===== src/rtl/nbcac_pkg.sv =====
// Shared NBCAC definitions: data/codeword widths, scheduler states and the
// tail-count helper used by the 12-to-17 bit encoder.
package nbcac_pkg;

    localparam int NBCAC_DIN_W  = 12;
    localparam int NBCAC_CODE_W = 17;

    typedef enum logic {
        IDLE = 1'b0,
        SEND = 1'b1
    } nbcac_state_t;

    // Number of ways to append m more bits to a codeword prefix whose last
    // bit is "free" (may be followed by either value) without creating a
    // 010 or 101 pattern.  This is a Fibonacci sequence offset by two.
    // m = -1 is defined as 1: a "locked" prefix with no bits remaining is
    // one valid completion, and the locked count for m is the free count
    // for m-1.
    function automatic int fpf_tail(input int m);
        int a;
        int b;
        int t;
        a = 1;
        b = 1;
        if (m < 0) begin
            return 1;
        end
        for (int i = 0; i < m; i++) begin
            t = a + b;
            a = b;
            b = t;
        end
        return b;
    endfunction

endpackage


===== src/rtl/nbcac_12di_encoder_core.sv =====
// 12-bit to 17-bit NBCAC encoder.  The 5168 17-bit words free of the
// crosstalk patterns 010 and 101 are ranked in ascending numeric order and
// the 12-bit input selects the codeword of that rank.  The rank is unpacked
// MSB first, one bit decision per codeword position, by comparing the
// remaining rank against the number of valid completions that start with 0.
module nbcac_12di_encoder_core
    import nbcac_pkg::*;
(
    input  logic [NBCAC_DIN_W-1:0]  din,
    output logic [NBCAC_CODE_W:1]   code
);

    // Walk the codeword from bit 17 down to bit 1, choosing each bit greedily.
    always_comb begin : rank_walk
        logic [12:0] rank;
        logic [12:0] cnt0;
        logic        last_bit;
        logic        locked;
        logic        b;
        rank     = {1'b0, din};
        cnt0     = '0;
        last_bit = 1'b0;
        locked   = 1'b0;
        b        = 1'b0;
        code     = '0;
        for (int p = NBCAC_CODE_W; p >= 1; p--) begin
            // Count of valid codewords continuing the prefix with a 0 here.
            if (p == NBCAC_CODE_W) begin
                cnt0 = 13'(fpf_tail(p - 1));
            end else if (!last_bit) begin
                cnt0 = 13'(fpf_tail(p - 1));
            end else if (locked) begin
                cnt0 = '0;
            end else begin
                cnt0 = 13'(fpf_tail(p - 2));
            end

            if (rank >= cnt0) begin
                b    = 1'b1;
                rank = rank - cnt0;
            end else begin
                b    = 1'b0;
            end
            code[p] = b;

            // A bit that starts a new run (after the first position) must be
            // repeated, otherwise it would sit alone between two opposites.
            if (p == NBCAC_CODE_W) begin
                locked = 1'b0;
            end else begin
                locked = (b != last_bit);
            end
            last_bit = b;
        end
    end

endmodule


===== src/rtl/nbcac_tx_scheduler.sv =====
// NBCAC transmit scheduler: accepts NCHUNK x 12-bit payload words, encodes
// them chunk by chunk (LSB chunk first) through one shared encoder core and
// presents a registered 17-bit codeword per link transfer.  The last
// codeword stays on the wires while idle so the bus does not toggle.
//
//   state | meaning
//   ------+---------------------------------------------------------------
//   IDLE  | no word in flight; in_ready=1, code_out holds the last codeword
//   SEND  | code_out holds chunk idx of data_buf, waiting for link_ready
module nbcac_tx_scheduler
    import nbcac_pkg::*;
#(
    parameter int NCHUNK = 4,
    parameter int CNT_W  = 16
) (
    input  logic                          clock,
    input  logic                          rst,
    input  logic                          in_valid,
    output logic                          in_ready,
    input  logic [NBCAC_DIN_W*NCHUNK-1:0] in_data,
    output logic [NBCAC_CODE_W:1]         code_out,
    output logic                          code_valid,
    output logic                          code_first,
    output logic                          code_last,
    input  logic                          link_ready,
    output logic                          busy,
    output logic [CNT_W-1:0]              word_count
);

    localparam int               IDX_W     = (NCHUNK > 1) ? $clog2(NCHUNK) : 1;
    localparam logic [IDX_W-1:0] LAST_IDX  = IDX_W'(NCHUNK - 1);
    localparam logic [IDX_W:0]   LAST_NEXT = (IDX_W + 1)'(NCHUNK - 1);

    nbcac_state_t                   state;
    logic [NBCAC_DIN_W*NCHUNK-1:0]  data_buf;
    logic [IDX_W-1:0]               idx;
    logic [IDX_W:0]                 next_idx;
    logic                           last_xfer;
    logic                           accept;
    logic [NBCAC_DIN_W-1:0]         chunk_sel;
    logic [NBCAC_DIN_W-1:0]         enc_in;
    logic [NBCAC_CODE_W:1]          enc_code;

    // next_idx is one bit wider than idx so it never wraps onto chunk 0.
    assign next_idx  = {1'b0, idx} + (IDX_W + 1)'(1);
    assign last_xfer = (state == SEND) && link_ready && (idx == LAST_IDX);
    assign in_ready  = !rst && ((state == IDLE) || last_xfer);
    assign accept    = in_ready && in_valid;
    assign busy      = (state == SEND);

    // Select the buffered chunk that follows the one currently on the wires.
    always_comb begin
        chunk_sel = '0;
        for (int k = 0; k < NCHUNK; k++) begin
            if (next_idx == (IDX_W + 1)'(k)) begin
                chunk_sel = data_buf[k*NBCAC_DIN_W +: NBCAC_DIN_W];
            end
        end
    end

    // A newly accepted word encodes its chunk 0 straight from in_data; the
    // result still goes through the code_out register, never to the pins.
    assign enc_in = accept ? in_data[NBCAC_DIN_W-1:0] : chunk_sel;

    nbcac_12di_encoder_core u_enc (
        .din  (enc_in),
        .code (enc_code)
    );

    // Scheduler FSM with registered codeword, framing flags and word counter.
    always_ff @(posedge clock) begin
        if (rst) begin
            state      <= IDLE;
            data_buf   <= '0;
            idx        <= '0;
            code_out   <= '0;
            code_valid <= 1'b0;
            code_first <= 1'b0;
            code_last  <= 1'b0;
            word_count <= '0;
        end else begin
            case (state)
                IDLE: begin
                    if (in_valid) begin
                        state      <= SEND;
                        data_buf   <= in_data;
                        idx        <= '0;
                        code_out   <= enc_code;
                        code_valid <= 1'b1;
                        code_first <= 1'b1;
                        code_last  <= (NCHUNK == 1);
                    end
                end
                SEND: begin
                    if (link_ready) begin
                        if (idx != LAST_IDX) begin
                            idx        <= next_idx[IDX_W-1:0];
                            code_out   <= enc_code;
                            code_first <= 1'b0;
                            code_last  <= (next_idx == LAST_NEXT);
                        end else begin
                            word_count <= word_count + CNT_W'(1);
                            if (in_valid) begin
                                data_buf   <= in_data;
                                idx        <= '0;
                                code_out   <= enc_code;
                                code_valid <= 1'b1;
                                code_first <= 1'b1;
                                code_last  <= (NCHUNK == 1);
                            end else begin
                                state      <= IDLE;
                                code_valid <= 1'b0;
                                code_first <= 1'b0;
                                code_last  <= 1'b0;
                            end
                        end
                    end
                end
                default: begin
                    state <= IDLE;
                end
            endcase
        end
    end

endmodule


===== config.mk =====
export PLATFORM = sky130hd
export DESIGN_NAME = nbcac_tx_scheduler
export DESIGN_NICKNAME = d
export VERILOG_FILES = /design/src/rtl/nbcac_pkg.sv /design/src/rtl/nbcac_12di_encoder_core.sv /design/src/rtl/nbcac_tx_scheduler.sv
export SDC_FILE = /design/constraint.sdc
export NUM_CORES = 1
export LEC_CHECK = 0
export CORE_MARGIN = 2
export CORE_UTILIZATION = 61
export CTS_BUF_LIST = sky130_fd_sc_hd__clkbuf_16
export CTS_CLUSTER_DIAMETER = 30
export CTS_CLUSTER_SIZE = 30
export DETAILED_ROUTE_END_ITERATION = 12
export DONT_BUFFER_PORTS = 1
export PLACE_DENSITY_LB_ADDON = 0.08
export SYNTH_ARGS = -nofsm -noshare
export SYNTH_HDL_FRONTEND = slang
export SYNTH_SLANG_ARGS = --single-unit

===== constraint.sdc =====
create_clock -name clock -period 37 [get_ports clock]
set_input_delay 3.7 -clock clock [delete_from_list [all_inputs] [get_ports clock]]
set_output_delay 3.7 -clock clock [all_outputs]
set_load 0.1 [all_outputs]

==> summary.md <==
| Metric | Value |
|---|---|
| Via count | 18140 |
| Seq/Total Area, Yosys | 0.1116 |
| Critical path's most frequent cell | ha_1 |
| Top-level I/O count | 90 |
| Largest stage delay, worst path | 660 ps |
| Cell area after synthesis | 15600 um2 |
| Crit share post-route | 0.9624 |
| TNS Setup | 0 ps |
| Synth area leaders | dfxtp_1, ha_1, nand2_1 |
| Rows | 58 |
| Pre-Repair DR Iteration Count | 10 |
| Clk root buf | clkbuf_16 |
| Area grow syn2layout | 12.36% |
| YS warnings | 0 |
| Placed cells | 2525 |
| Share of cells above drive strength 1 | 0.1628 |
| CP Capture Type | flip-flop |
| Ys async rst share | 0 |
| Slew Limit Headroom | 0.07224 |
| GRT Util Overall | 0.3771 |
| Worst skew pair latency | 350 ps |
| Clk slew on worst S/H paths | 60 ps |
| Status | complete, no violations |
| Remaining antenna violation count | 0 |
| Die height | 163.9 um |
| CP Data Arrival Time | 35840 ps |
| Max Cap Viol | 0 |
| Final Non-Filler Cells | 2591 |
| CP required | 37230 ps |
| CTS Sinks | 87 |
| CTS tree | built |
| GRT Residual Overflow | 0 |
| Drt wl/cell | 20.80 um |
| Synthesized net count | 2340 |
| First-pass GRT wire length | 83500 um |
| Hpwl dp | 41710 um |
| Worst Hold Class | reg2reg |
| DR vias/cell | 7.002 |
| Post-synth EDFFs | 0 |
| Core box area | 25180 um2 |
| # diodes | 0 |
| Final #Nets | 2397 |
| Yosys reg bits | 87 |
| Post-synth top cells | nand2_1, nor2_1, a21oi_1 |
| Total routed wirelength | 53890 um |
| Mapped Cells | 2200 |
| Slew @ Worst Pin | 1357 ps |
| Post-Syn Area per Cell | 7.093 um2 |
| Worst path slowest cell | or4_4 |
| Final GP Congestion | 1.048 |
| Crit Path Class | in2reg |
| CTS Hold Bufs | 0 |
| Iter 0 DRT Violations | 2093 |
| Critical Path Start Type | input port |
| Top-area cell type share of the netlist area | 0.1116 |
| Setup Viol. Count Final | 0 |
| Setup Skew | 8.761 ps |
| Chip width | 163.9 um |
| Post-synth top area cell | dfxtp_1 |
| Initial antenna violation count | 0 |
| Final hold viol count | 0 |
| H-tree depth | 3 |
| Most frequent cell after synthesis | nand2_1 |
| Max Clk Rate | 0.02808 GHz |
| Post-synth cell types | 132 |
| Final Max Slew Viols | 0 |
| Number of global-route vias before repair | 16530 |
| Tmin final | 35610 ps |
| Pin count of the biggest net entering global routing | 49 |
| Total CTS buffers | 9 |
| CP Max Fanout | 41 |
| Die area | 26880 um2 |
| Max Root-Sink Buffers | 2 |
| Top FF cell, synth | dfxtp_1 |
| PortBufs | 0 |
| Post-route DRC | 0 |
| Starting Density | 0.6197 |
[final timing paths]
check | startpoint | end | slack (ps) | depth (start not counted)
max | rst | code_out[1] | 1390 | 156
min reg2reg | data_buf[10] | data_buf[10] | 440 | 2
min | data_buf[10] | data_buf[10] | 440 | 2
max reg2reg | idx[1] | code_out[1] | 3400 | 158
[worst max-delay path: cells and delay by family]
kind	cells	cell delay, ps
AND/OR/NAND/NOR	66	12620
XOR/XNOR	4	710
buffers and inverters	20	2650
adder cells (fa/ha/maj)	16	4970
AO/OA/AOI/OAI	40	8150
multiplexers	10	2960
[layout by cell type, fill, tap and decap left out, types with 28 or more instances in the layout]
master | Yosys | routed
buf_4 | 3 | 143
nand3_1 | 88 | 84
ha_1 | 81 | 70
nor2_1 | 211 | 204
o211ai_1 | 32 | 32
a31oi_1 | 33 | 30
nand2_1 | 226 | 225
nor3_1 | 48 | 45
a211oi_1 | 45 | 45
nand2b_1 | 33 | 33
a21oi_1 | 135 | 124
o21ai_0 | 101 | 88
dfxtp_1 | 87 | 87
xnor2_1 | 81 | 78
xor2_1 | 48 | 48
inv_1 | 75 | 76
a22o_1 | 43 | 43
a21o_1 | 39 | 38
and3_1 | 41 | 37
or3_1 | 36 | 36
and2_1 | 31 | 29
o21ai_1 | 24 | 30
mux2i_1 | 32 | 28
[what timing repair did]
action                                  in CTS  in global routing
pin swaps                                    2                 32
resized for setup                            8                 96
endpoints found under the setup margin       1                  3
buffers inserted                             4                 46
gates cloned                                 0                  1
[registers in the layout (all words and copies together), names as in the netlist]
name,flops
data_buf,48
code_out,17
word_count,16
idx,2
busy,1
code_first,1
code_last,1
code_valid,1
[area by class of cell]
class	instances	area, um2
Fill cell	2095	7649
Sequential cell	87	1742
Timing Repair inverter	1	7.507
Inverter	91	366.6
Timing Repair Buffer	143	1074
Tap cell	330	412.9
Multi-Input combinational cell	1924	13640
Clock inverter	6	62.56
Clock buffer	9	225.2
[kinds of logic after synthesis]
family | count (synthesis) | synth area share
flops | 87 | 0.1116
simple gates | 901 | 0.2996
fa+ha+maj | 88 | 0.07393
compound gates | 758 | 0.3575
xor+xnor | 130 | 0.07385
mux | 47 | 0.03287
buf+inv | 189 | 0.05067
[metal layers]
metal / track usage / wire length [um]
met1: 0.4547 / 21660
met2: 0.6608 / 25660
met3: 0.05606 / 4135
met4: 0.1703 / 2430
met5: 0 / 0
[through the flow]
step	utilization	hold WS [ps]	setup slack (ps)	instance area [um2]
2_1_floorplan	-	422.3	12.14	15790
3_3_place_gp	0.6523	430.0	71.73	16430
3_5_place_dp	0.6523	433.7	-893.7	16430
4_1_cts	0.6662	443.7	50.67	16780
5_1_grt	0.6963	456.0	-319.6	17530
6_report	0.6963	442.3	1393	17530
Power is left out: the tool's default activity adds up to more than one toggle a clock period on the data nets, which glitch-free logic cannot reach.
